**src/rtl/gen_share_arbiter.sv**
```systemverilog
// rtl/gen_share_arbiter.sv - round-robin share of one range generator between two requesters
module gen_share_arbiter #(
    parameter int WIDTH = 32
) (
    input  logic                    _clock,
    input  logic                    _reset,
    input  logic                    r0_start,
    input  logic signed [WIDTH-1:0] r0_base,
    input  logic signed [WIDTH-1:0] r0_limit,
    input  logic signed [WIDTH-1:0] r0_step,
    input  logic                    r0_abort,
    input  logic                    r0_ready,
    output logic                    r0_valid,
    output logic signed [WIDTH-1:0] r0_0,
    output logic signed [WIDTH-1:0] r0_1,
    output logic                    r0_done,
    output logic                    r0_busy,
    input  logic                    r1_start,
    input  logic signed [WIDTH-1:0] r1_base,
    input  logic signed [WIDTH-1:0] r1_limit,
    input  logic signed [WIDTH-1:0] r1_step,
    input  logic                    r1_abort,
    input  logic                    r1_ready,
    output logic                    r1_valid,
    output logic signed [WIDTH-1:0] r1_0,
    output logic signed [WIDTH-1:0] r1_1,
    output logic                    r1_done,
    output logic                    r1_busy,
    output logic                    g_start,
    output logic signed [WIDTH-1:0] g_base,
    output logic signed [WIDTH-1:0] g_limit,
    output logic signed [WIDTH-1:0] g_step,
    output logic                    g_reset,
    output logic                    g_ready,
    input  logic                    g_valid,
    input  logic                    g_done,
    input  logic signed [WIDTH-1:0] g_0,
    input  logic signed [WIDTH-1:0] g_1
);
    typedef enum logic [1:0] {S_IDLE, S_LAUNCH, S_STREAM, S_DRAIN} state_t;

    state_t state, state_next;
    logic [1:0] pending, pending_next, abort_done;
    logic       grant, grant_next, last_grant;
    logic [1:0] busy, start_acc, abort_in, ready_in, active_mask, pend_abort, req;
    logic       g_abort, fwd_valid;

    logic signed [WIDTH-1:0] base_in [2];
    logic signed [WIDTH-1:0] limit_in [2];
    logic signed [WIDTH-1:0] step_in [2];
    logic signed [WIDTH-1:0] base_q [2];
    logic signed [WIDTH-1:0] limit_q [2];
    logic signed [WIDTH-1:0] step_q [2];

    assign base_in[0]  = r0_base;
    assign base_in[1]  = r1_base;
    assign limit_in[0] = r0_limit;
    assign limit_in[1] = r1_limit;
    assign step_in[0]  = r0_step;
    assign step_in[1]  = r1_step;

    // A requester stays busy through its done pulse so a start in that cycle is dropped
    assign busy        = pending | abort_done;
    assign start_acc   = {r1_start, r0_start} & ~busy;
    assign abort_in    = {r1_abort, r0_abort};
    assign ready_in    = {r1_ready, r0_ready};
    assign active_mask = (state == S_IDLE) ? 2'b00 : (grant ? 2'b10 : 2'b01);
    assign pend_abort  = pending & abort_in & ~active_mask;
    assign req         = pending & ~pend_abort;
    assign g_abort     = ((state == S_LAUNCH) || (state == S_STREAM)) && abort_in[grant];

    // Next-state, grant selection and generator handshake
    always_comb begin
        state_next   = state;
        grant_next   = grant;
        g_start      = 1'b0;
        g_ready      = 1'b0;
        fwd_valid    = 1'b0;
        pending_next = (pending | start_acc) & ~pend_abort;
        case (state)
            S_IDLE: begin
                if (req != 2'b00) begin
                    grant_next = (req == 2'b11) ? ~last_grant : req[1];
                    g_start    = 1'b1;
                    state_next = S_LAUNCH;
                end
            end
            S_LAUNCH: begin
                state_next = g_abort ? S_DRAIN : S_STREAM;
            end
            S_STREAM: begin
                g_ready   = ready_in[grant] & ~g_abort;
                fwd_valid = g_valid & ~g_abort;
                if (g_abort || g_done) begin
                    state_next = S_DRAIN;
                end
            end
            S_DRAIN: begin
                pending_next[grant] = 1'b0;
                state_next          = S_IDLE;
            end
            default: state_next = S_IDLE;
        endcase
    end

    // State, grant history and pending-request bookkeeping
    always_ff @(posedge _clock) begin
        if (_reset) begin
            state      <= S_IDLE;
            grant      <= 1'b0;
            last_grant <= 1'b1;
            pending    <= 2'b00;
            abort_done <= 2'b00;
        end else begin
            state      <= state_next;
            grant      <= grant_next;
            pending    <= pending_next;
            abort_done <= pend_abort;
            if (state == S_DRAIN) begin
                last_grant <= grant;
            end
        end
    end

    // Argument capture on an accepted start
    always_ff @(posedge _clock) begin
        if (_reset) begin
            for (int n = 0; n < 2; n++) begin
                base_q[n]  <= '0;
                limit_q[n] <= '0;
                step_q[n]  <= '0;
            end
        end else begin
            for (int n = 0; n < 2; n++) begin
                if (start_acc[n]) begin
                    base_q[n]  <= base_in[n];
                    limit_q[n] <= limit_in[n];
                    step_q[n]  <= step_in[n];
                end
            end
        end
    end

    assign g_base  = base_q[grant_next];
    assign g_limit = limit_q[grant_next];
    assign g_step  = step_q[grant_next];
    assign g_reset = _reset | g_abort;

    assign r0_valid = fwd_valid & ~grant;
    assign r1_valid = fwd_valid & grant;
    assign r0_0     = ((state == S_STREAM) && !grant) ? g_0 : '0;
    assign r0_1     = ((state == S_STREAM) && !grant) ? g_1 : '0;
    assign r1_0     = ((state == S_STREAM) && grant) ? g_0 : '0;
    assign r1_1     = ((state == S_STREAM) && grant) ? g_1 : '0;
    assign r0_done  = ((state == S_DRAIN) && !grant) | abort_done[0];
    assign r1_done  = ((state == S_DRAIN) && grant) | abort_done[1];
    assign r0_busy  = busy[0];
    assign r1_busy  = busy[1];
endmodule
```
**config.mk**
```make
export PLATFORM = sky130hd
export DESIGN_NAME = gen_share_arbiter
export DESIGN_NICKNAME = d
export VERILOG_FILES = /design/src/rtl/gen_share_arbiter.sv
export SDC_FILE = /design/constraint.sdc
export NUM_CORES = 1
export LEC_CHECK = 0
export ABC_CLOCK_PERIOD_IN_PS = 2500
export BUFFER_PORTS_ARGS = -buffer_cell sky130_fd_sc_hd__buf_2
export CORE_MARGIN = 1.5
export CORE_UTILIZATION = 25
export DETAILED_ROUTE_END_ITERATION = 8
export PLACE_DENSITY = 0.46
export SLEW_MARGIN = 10
export SYNTH_ARGS = -nofsm -noshare
export SYNTH_HDL_FRONTEND = slang
export SYNTH_SLANG_ARGS = --single-unit
```
**constraint.sdc**
```tcl
create_clock -name _clock -period 2.5 [get_ports _clock]
set_input_delay 0.25 -clock _clock [delete_from_list [all_inputs] [get_ports _clock]]
set_output_delay 0.25 -clock _clock [all_outputs]
set_load 0.005 [all_outputs]
```
==> flow_metrics.tcl <==
set metrics [dict create \
    status "finished with violations" \
    violations "negative setup slack" \
    end_kind "primary output" \
    synth_area_leaders "edfxtp_1 (59%), and2_1 (16%), mux2_2 (7.8%), mux2_4 (4.5%), and3_1 (4.2%)" \
    synth_top_area_cell "edfxtp_1" \
    crit_top_cell "buf_12" \
    p_leak_nw 6.70 \
    setup_violations 6 \
    synth_edf_count 192 \
    yosys.area_share.xor_xnor 0 \
    skew_ns 0.00797 \
    htreeDepth 4 \
    grt_pass1_wl_mm 49.1 \
    ys.flop_type "edfxtp_1" \
    layout.nets 1494 \
    crit-reg2reg-capture "limit_q[1][4]$_SDFFCE_PN0P_" \
    clkLatencyLatePin_ns 0.44 \
    synth_top_family_by_area "simple AND/OR/NAND/NOR gates" \
    slew_headroom 0.652 \
    endpoint "g_limit[1]" \
    totalWireLength_mm 34.4 \
    cellInternalPower_mw 7.40 \
    muxShareOfSynthArea 0.123 \
    synth_top_cells_by_count "and2_1 (256), edfxtp_1 (192), mux2_2 (68)" \
    clockPowerShare 0.250 \
    dr.pass1.iters 4 \
    io-pin-count 499 \
    cts_buffers 17 \
    report.final.hold_viol_count 0 \
    tightest_slew_ns 0.522 \
    worstHoldPathType "in2reg" \
    syn_inst 729 \
    stdcell_count 1761 \
    drt_iter0_drc 332 \
    vias 7503 \
    fp.dieW_um 201 \
    power_switching_mw 3.04 \
    root_buffer "clkbuf_16" \
    synth_area_mm2 0.00978 \
    crit_path_max_incr_delay_ns 0.37 \
    crit_chain "inv_2 > ha_4 > inv_4 > o32a_4 > buf_12 > buf_12 > clkbuf_16 > mux2_4 > buf_6" \
    start_kind "flop" \
    fmax_ghz 0.396 \
    drc 0 \
    hp-start "r1_base[21]" \
    yosysWarnings 0 \
    synthAdderAreaFrac 0.00512 \
    postSynth.asyncResetShare 0 \
    yosysTopAreaCellShare 0.589 \
    initial_core_util 0.253 \
    cts_tree "done" \
    gp_congestion 0.869 \
    overflow 0 \
    cap_violations 0 \
    synth_cell_types 32 \
    via_per_inst 4.26 \
    rsz0062_at_grt "true" \
    syn_to_final_growth_pct 40.3 \
    clk_pin_slew_ns 0.08 \
    timing.rr.start "pending[1]$_SDFF_PP0_" \
    min_period_ns 2.52 \
    drive_gt1_frac 0.546 \
    clockBufferDepth 2 \
    crit_buf_inv 6 \
    rows 72 \
    pwr-share-comb 0.333 \
    fin_ws_ns -0.0249 \
    port_buffers 498 \
    reg2reg_depth 3 \
    wl_per_cell_um 19.6 \
    cellPowerDensity_mw_per_mm2 760 \
    worstPathRequired_ns 2.25 \
    pwr-share-seq 0.416 \
    fill_cells 3925 \
    core_area_mm2 0.0386 \
    final_antenna_net_count 0 \
    grtUsageTotal 0.167 \
    antenna_found_initial 20 \
    worst_path_max_delay_cell "o32a_4" \
    grt_pass1_vias 7515 \
    yosysSeqAreaShare 0.606 \
    fin_util 0.355 \
    avgSynthCellArea_um2 13.4 \
    critical_path_class "reg2out" \
    fp.dieH_um 201 \
    yosys.area_share.simple 0.221 \
    swShare 0.291 \
    period_share 1.01 \
    ir_drop_uv 487 \
    synth_compound_area_frac 0.0132 \
    critical_path_depth 9 \
    cp_max_fo 7 \
    rrSetupSlack_ns 0.71 \
    post-place-ws_ns 0.194 \
    yosysMostFrequentCell "and2_1" \
    dieArea_mm2 0.0403 \
    arrival_ns 2.27 \
    finalMaxSlewViolations 0 \
    synth_seq_cells 200 \
    dp_cells 1707 \
    synthesis.nets 999 \
    grt_max_degree 102 \
    cts_sinks 200 \
    cp-startpoint "state[0]$_SDFFE_PP0P_" \
    dp_hpwl_mm 25.6 \
    crit_family "buffers and inverters" \
]
[worst reg2reg max path, cell delays in order, from the launching register on]
cell and delay [ns]:
dfxtp_2 0.35, nor3b_1 0.39, or2_4 0.22, buf_4 0.42
[power groups by stage]
| stage | clock [mW] | sequential (mW) | combinational (mW) |
|---|---|---|---|
| after floorplan | 0 | 4.32 | 1.87 |
| after global placement | 0 | 4.44 | 3.15 |
| after CTS | 2.73 | 4.35 | 3.48 |
| after detailed placement | 0 | 4.42 | 3.18 |
| final | 2.61 | 4.35 | 3.48 |
| after global routing | 2.83 | 4.39 | 3.79 |
[per-stage QoR]
stage                     area [um^2]  setup TNS [ns]  total power [mW]  hold WS [ns]
after global routing            13700           -5.99              11.0        0.0428
after detailed placement        12900               0              7.60         0.471
after CTS                       13700           -1.84              10.6        0.0352
after global placement          12900               0              7.59         0.472
final                           13700         -0.0450              10.4        0.0707
after floorplan                  9780               0              6.19         0.422
[per-layer routing]
metal | up-vias | GRT usage | share of wire
li1 | 3545 | - | -
met1 | 3549 | 0.180 | 0.38
met2 | 328 | 0.294 | 0.50
met3 | 61 | 0.0615 | 0.078
met4 | 20 | 0.0733 | 0.034
met5 | - | 0 | 0.0033
[worst min-delay path by stage]
stage	end	slack, ns	cells past startpoint
after floorplan	abort_done[1]$_SDFF_PP0_	0.42	2
after global placement	last_grant$_SDFFE_PP1N_	0.47	2
after detailed placement	last_grant$_SDFFE_PP1N_	0.47	2
after CTS	base_q[1][19]$_SDFFCE_PN0P_	0.04	2
after global routing	base_q[1][21]$_SDFFCE_PN0P_	0.04	2
final	base_q[1][21]$_SDFFCE_PN0P_	0.07	2
[cells by family after synthesis]
family          Yosys count
mux                      97
fa+ha+maj                 4
buf+inv                  60
flops                   200
compound gates           19
simple gates            349
[flip-flops by register name, indices dropped and copies added (netlist names), named ones only]
register	count
step_q	64
abort_done	2
base_q	64
last_grant	1
pending	2
limit_q	64
state	2
[what timing repair did]
item                       in CTS  in global routing
resized for setup              14                  7
buffers inserted               10                  5
hold buffers                    0                  0
setup endpoints to repair      96                146
pin swaps                       2                  2
cloned                          2                  1
[placed cells by master (no fill, tap or decap), drive strengths merged, types with 3 or more instances in the layout]
master,Yosys,routed
or2,4,4
mux2,97,97
inv,5,7
nor2,6,6
and2,256,256
o211ai,3,3
ha,4,4
diode,0,8
buf,13,530
edfxtp,192,192
nand2,3,3
nand3,3,3
a21oi,6,6
nor2b,3,3
a21o,3,3
dfxtp,8,8
clkinv,0,7
and3,66,66
clkbuf,42,21
nand2b,5,5
[final cells by class]
type | count | area (um^2) | area share
Antenna cell | 8 | 20.0 | 0.00146
Clock buffer | 20 | 437 | 0.0318
Clock inverter | 10 | 97.6 | 0.00711
Inverter | 5 | 21.3 | 0.00155
Multi-Input combinational cell | 469 | 3600 | 0.262
Sequential cell | 200 | 5930 | 0.432
Tap cell | 518 | 648 | 0.0472
Timing Repair Buffer | 531 | 2970 | 0.217
(Power assumes the default switching activity.)
